File: src/rtl/arb_requester.sv
// Requester-side agent for one port of a fixed-priority arbiter: queues jobs of
// N grant-qualified beats, holds req for each job, then idles for GAP cycles.
module arb_requester #(
    parameter int LEN_W = 4,
    parameter int DEPTH = 4,
    parameter int GAP   = 1
) (
    input  logic                       clk,
    input  logic                       rst_n,
    input  logic                       job_valid,
    input  logic [LEN_W-1:0]           job_len,
    output logic                       job_ready,
    output logic                       req,
    input  logic                       gnt,
    output logic                       active,
    output logic                       beat,
    output logic [LEN_W-1:0]           remaining,
    output logic                       done,
    output logic [$clog2(DEPTH):0]     pending
);

    localparam int PTR_W = $clog2(DEPTH);
    localparam int CNT_W = PTR_W + 1;
    localparam int GAP_W = 4;

    typedef enum logic [1:0] {
        S_IDLE,
        S_REQ,
        S_OWN,
        S_GAP
    } state_t;

    state_t             state_q, state_d;
    logic [PTR_W-1:0]   wr_ptr_q, wr_ptr_d;
    logic [PTR_W-1:0]   rd_ptr_q, rd_ptr_d;
    logic [CNT_W-1:0]   count_q, count_d;
    logic [LEN_W-1:0]   remaining_q, remaining_d;
    logic [GAP_W-1:0]   gap_cnt_q, gap_cnt_d;
    logic               req_q, req_d;
    logic               active_q, active_d;
    logic               done_q, done_d;

    logic [LEN_W-1:0]   fifo_mem [DEPTH];
    logic [LEN_W-1:0]   head_len;
    logic               push;
    logic               pop;

    assign job_ready = (count_q < CNT_W'(DEPTH));
    // Zero-length jobs are accepted on the handshake but never stored.
    assign push      = job_valid & job_ready & (job_len != '0);
    assign pop       = (state_q == S_REQ) & gnt;
    assign head_len  = fifo_mem[rd_ptr_q];

    always_ff @(posedge clk) begin
        if (push) begin
            fifo_mem[wr_ptr_q] <= job_len;
        end
    end

    always_comb begin
        wr_ptr_d = wr_ptr_q;
        rd_ptr_d = rd_ptr_q;
        count_d  = count_q;
        if (push) begin
            wr_ptr_d = wr_ptr_q + PTR_W'(1);
        end
        if (pop) begin
            rd_ptr_d = rd_ptr_q + PTR_W'(1);
        end
        if (push && !pop) begin
            count_d = count_q + CNT_W'(1);
        end else if (pop && !push) begin
            count_d = count_q - CNT_W'(1);
        end
    end

    always_comb begin
        state_d     = state_q;
        remaining_d = remaining_q;
        gap_cnt_d   = gap_cnt_q;
        done_d      = 1'b0;
        case (state_q)
            S_IDLE: begin
                if (count_q != '0) begin
                    state_d = S_REQ;
                end
            end
            S_REQ: begin
                // The grant cycle only takes ownership; beats start next cycle.
                if (gnt) begin
                    state_d     = S_OWN;
                    remaining_d = head_len;
                end
            end
            S_OWN: begin
                if (gnt) begin
                    if (remaining_q == LEN_W'(1)) begin
                        state_d     = S_GAP;
                        remaining_d = '0;
                        done_d      = 1'b1;
                        gap_cnt_d   = GAP_W'(GAP - 1);
                    end else begin
                        remaining_d = remaining_q - LEN_W'(1);
                    end
                end
            end
            S_GAP: begin
                if (gap_cnt_q == '0) begin
                    state_d = (count_q != '0) ? S_REQ : S_IDLE;
                end else begin
                    gap_cnt_d = gap_cnt_q - GAP_W'(1);
                end
            end
            default: begin
                state_d = S_IDLE;
            end
        endcase
        req_d    = (state_d == S_REQ) || (state_d == S_OWN);
        active_d = (state_d == S_OWN);
    end

    always_ff @(posedge clk) begin
        if (!rst_n) begin
            state_q     <= S_IDLE;
            wr_ptr_q    <= '0;
            rd_ptr_q    <= '0;
            count_q     <= '0;
            remaining_q <= '0;
            gap_cnt_q   <= '0;
            req_q       <= 1'b0;
            active_q    <= 1'b0;
            done_q      <= 1'b0;
        end else begin
            state_q     <= state_d;
            wr_ptr_q    <= wr_ptr_d;
            rd_ptr_q    <= rd_ptr_d;
            count_q     <= count_d;
            remaining_q <= remaining_d;
            gap_cnt_q   <= gap_cnt_d;
            req_q       <= req_d;
            active_q    <= active_d;
            done_q      <= done_d;
        end
    end

    assign req       = req_q;
    assign active    = active_q;
    assign beat      = active_q & gnt;
    assign remaining = remaining_q;
    assign done      = done_q;
    assign pending   = count_q;

endmodule

File: config.mk
export PLATFORM = sky130hd
export DESIGN_NAME = arb_requester
export DESIGN_NICKNAME = d
export VERILOG_FILES = /design/src/rtl/arb_requester.sv
export SDC_FILE = /design/constraint.sdc
export NUM_CORES = 1
export LEC_CHECK = 0
export CAP_MARGIN = 15
export CORE_ASPECT_RATIO = 1.5
export CORE_MARGIN = 2
export CORE_UTILIZATION = 58
export CTS_CLUSTER_DIAMETER = 120
export CTS_CLUSTER_SIZE = 25
export DETAILED_ROUTE_END_ITERATION = 16
export PLACE_DENSITY_LB_ADDON = 0.05
export SYNTH_ARGS = -nofsm -noshare
export SYNTH_HDL_FRONTEND = slang
export SYNTH_SLANG_ARGS = --single-unit
File: constraint.sdc
create_clock -name clk -period 3.7 [get_ports clk]
set_clock_uncertainty 0.1 [all_clocks]
set_input_delay 0.555 -clock clk [delete_from_list [all_inputs] [get_ports clk]]
set_output_delay 0.555 -clock clk [all_outputs]
set_load 0.02 [all_outputs]
==> results.md <==
* Status: completed
* Pwr/cell area at 685.3 nW/µm²
* DR vias at 1099
* Sequential power share at 0.419
* Slew Limit Headroom at 0.6350
* Die height at 70.32 µm
* Pwr Total at 0.001390 W
* GPL Wtd Cong at 0.6802
* Vias/cell at 5.387
* CTS tree: built
* Initial antenna violation count at 0
* CTS Hold Bufs at 0
* Max-slew violation count at 0
* Commonest non-fill, non-tap cells in the layout: dfxtp_1 (22), clkdlybuf4s50_1 (19), edfxtp_1 (16)
* Detail Placement HPWL at 2.068 mm
* Mapped Cells at 141
* NetSw at 0.0004441 W
* Synth Register Bits at 38
* Area Overhead vs Synth at 19.28%
* Reg2reg setup slack at 1.51 ns
* Final wirelength at 2.773 mm
* Global-route wire length before repair at 4.623 mm
* Slew @ Worst Pin at 0.5463 ns
* Largest net degree at the start of global routing at 19
* Hold crit path type: flop to flop
* Final critical-path required period at 2.769 ns
* RSZ-0062 raised after global routing: no
* Antenna cells at 0
* Cell taking the most area after synthesis: edfxtp_1
* Post-CTS sizing at 0
* Clock power frac at 0.251
* # H-tree levels at 2
* Post-synth top area share at 0.2826
* Setup TNS at 0 ns
* Synthesized net count at 160
* Post-CTS setup buffer count at 0
* Fin nets at 183
* Commonest non-fill, non-tap cell in the layout: dfxtp_1
* Row count at 24
* Number of global-route vias before repair at 1099
* Sw frac at 0.3195
* CTS Buffer Depth at 2
* WS Path Type: input port to flop
* Wire length per cell at 13.59 µm
* Mapped cell area at 1700 µm²
* Critical path required time at 3.83 ns
* Max-cap violations at 0
* Pre-antenna DRT Iters at 4
* Int Pwr at 0.0009459 W
* Total CTS buffers at 5
* IO Port Bufs at 19
* Chip width at 48.21 µm
* Placed cells at 196
* TritonCTS Sinks at 38
* Core area at 2853 µm²
* Post-Place Worst Slack at 0.6092 ns
* CP arrival at 2.89 ns
* Clk Latency, worst-skew pair at 0.30 ns
* CP endpoint kind: flop
* Number of I/O pins at 20
* Sequential area share after synthesis at 0.5416
* Final setup violating endpoints at 0
* Fmax at 361.2 MHz
* CP Launch Type: input port
* DR DRC count at 0
* Worst Slack Setup Final at 0.9312 ns
* Cell variety after synth at 33
* Total congestion overflow at 0
* Avg Synthesized Cell Area at 12.06 µm²
* Comb power frac at 0.330
* Peak VDD IR at 0.5302 mV
* Hold Fails Final Rpt at 0
* Die area at 3390 µm²
* Worst-path maximum fanout at 7
* Antenna-violating nets left at 0
* Synth warn at 0
* Period utilisation layout at 0.7483
* Ratio of cells with drive above 1 in the final layout at 0.1030
* Gr usage total at 0.1991
* Clk slew on worst S/H paths at 0.07 ns
* Ranking of synthesized cells by area: edfxtp_1 (28%), dfxtp_1 (26%), ha_1 (7.4%)
* Post-Layout Cell Count at 204
* Root Buffer: clkbuf_8
* Iter 0 DRT Violations at 26
* Initial Utilization at 0.5961
* P_leak at 0.7446 nW
[critical path, stage by stage]
cell,delay (ns)
clkdlybuf4s50_1,0.47
or4_1,0.54
and3_1,0.27
ha_1,0.26
inv_1,0.08
fa_1,0.18
xor2_1,0.08
or3_1,0.30
a21boi_0,0.15
[worst paths after layout]
| kind | start | to | depth (start not counted) |
|---|---|---|---|
| worst max-delay path | job_len[1] | pending[2]$_SDFFE_PN0P_ | 9 |
| worst min-delay path | gap_cnt_q[1]$_SDFFE_PN0P_ | gap_cnt_q[1]$_SDFFE_PN0P_ | 2 |
| worst max register to register | pending[2]$_SDFFE_PN0P_ | pending[2]$_SDFFE_PN0P_ | 8 |
| worst min register to register | gap_cnt_q[1]$_SDFFE_PN0P_ | gap_cnt_q[1]$_SDFFE_PN0P_ | 2 |
[cell type report]
cell class / count / area, µm²
Clock buffer: 5 / 68.82
Clock inverter: 3 / 40.04
Fill cell: 200 / 824.5
Inverter: 9 / 33.78
Multi-Input combinational cell: 91 / 725.7
Sequential cell: 38 / 920.9
Tap cell: 39 / 48.80
Timing Repair Buffer: 19 / 190.2
[power groups by stage]
stage / Sequential, W / Combinational, W / Clock, W
detailed placement: 0.000591 / 0.000460 / 0
global placement: 0.000588 / 0.000446 / 0
CTS: 0.000582 / 0.000464 / 0.000354
floorplan: 0.000622 / 0.000283 / 0
global route: 0.000595 / 0.000520 / 0.000368
finish: 0.000582 / 0.000459 / 0.000349
[stage by stage]
step	hold WS, ns	utilization	area [µm²]
detailed placement	0.4178	0.6728	1919
global route	0.4667	0.7110	2028
global placement	0.4014	0.6728	1919
CTS	0.4284	0.7110	2028
floorplan	0.3855	-	1700
finish	0.4250	0.7110	2028
[per-layer routing]
metal  share of wire  vias to the layer above  GRT usage  routed length, µm
met5               0                        -          0                  0
met3           0.036                        7    0.06977                101
li1                -                      536          -                  -
met4           0.027                        0    0.09910                 74
met1            0.37                      538     0.2000               1038
met2            0.56                       18     0.3348               1558
[cells in the mapped netlist]
cell / count
nand2_1: 4
nor3b_1: 3
o2bb2ai_1: 1
nand2b_1: 4
and3_1: 1
inv_1: 9
ha_1: 10
nor3_1: 4
a211o_1: 1
a21oi_1: 7
and2_1: 9
mux2i_1: 2
a31oi_1: 2
buf_2: 1
mux4_2: 4
and2_2: 4
buf_6: 1
or4_1: 1
dfxtp_1: 22
fa_1: 1
o21ai_0: 5
xnor2_1: 8
or3_1: 3
edfxtp_1: 16
a21boi_2: 1
a21boi_0: 1
clkbuf_1: 1
and3b_1: 1
xor2_1: 1
nor2_1: 6
nor2b_1: 4
and4b_1: 1
a211oi_1: 2
[flip-flops by register name, indices dropped and copies added, names as in the netlist, named ones only]
| signal | flops |
|---|---|
| active | 1 |
| done | 1 |
| fifo_mem | 16 |
| gap_cnt_q | 4 |
| pending | 3 |
| rd_ptr_q | 2 |
| remaining | 4 |
| req | 1 |
| state_q | 2 |
| wr_ptr_q | 2 |
[cell families after synthesis]
logic type / after synthesis / share of synthesized area
buf+inv: 12 / 0.03163
xor+xnor: 9 / 0.04636
simple gates: 45 / 0.1575
mux: 6 / 0.06476
flops: 38 / 0.5416
compound gates: 20 / 0.07284
fa+ha+maj: 11 / 0.08536
Power figures use the tool's default switching activity.
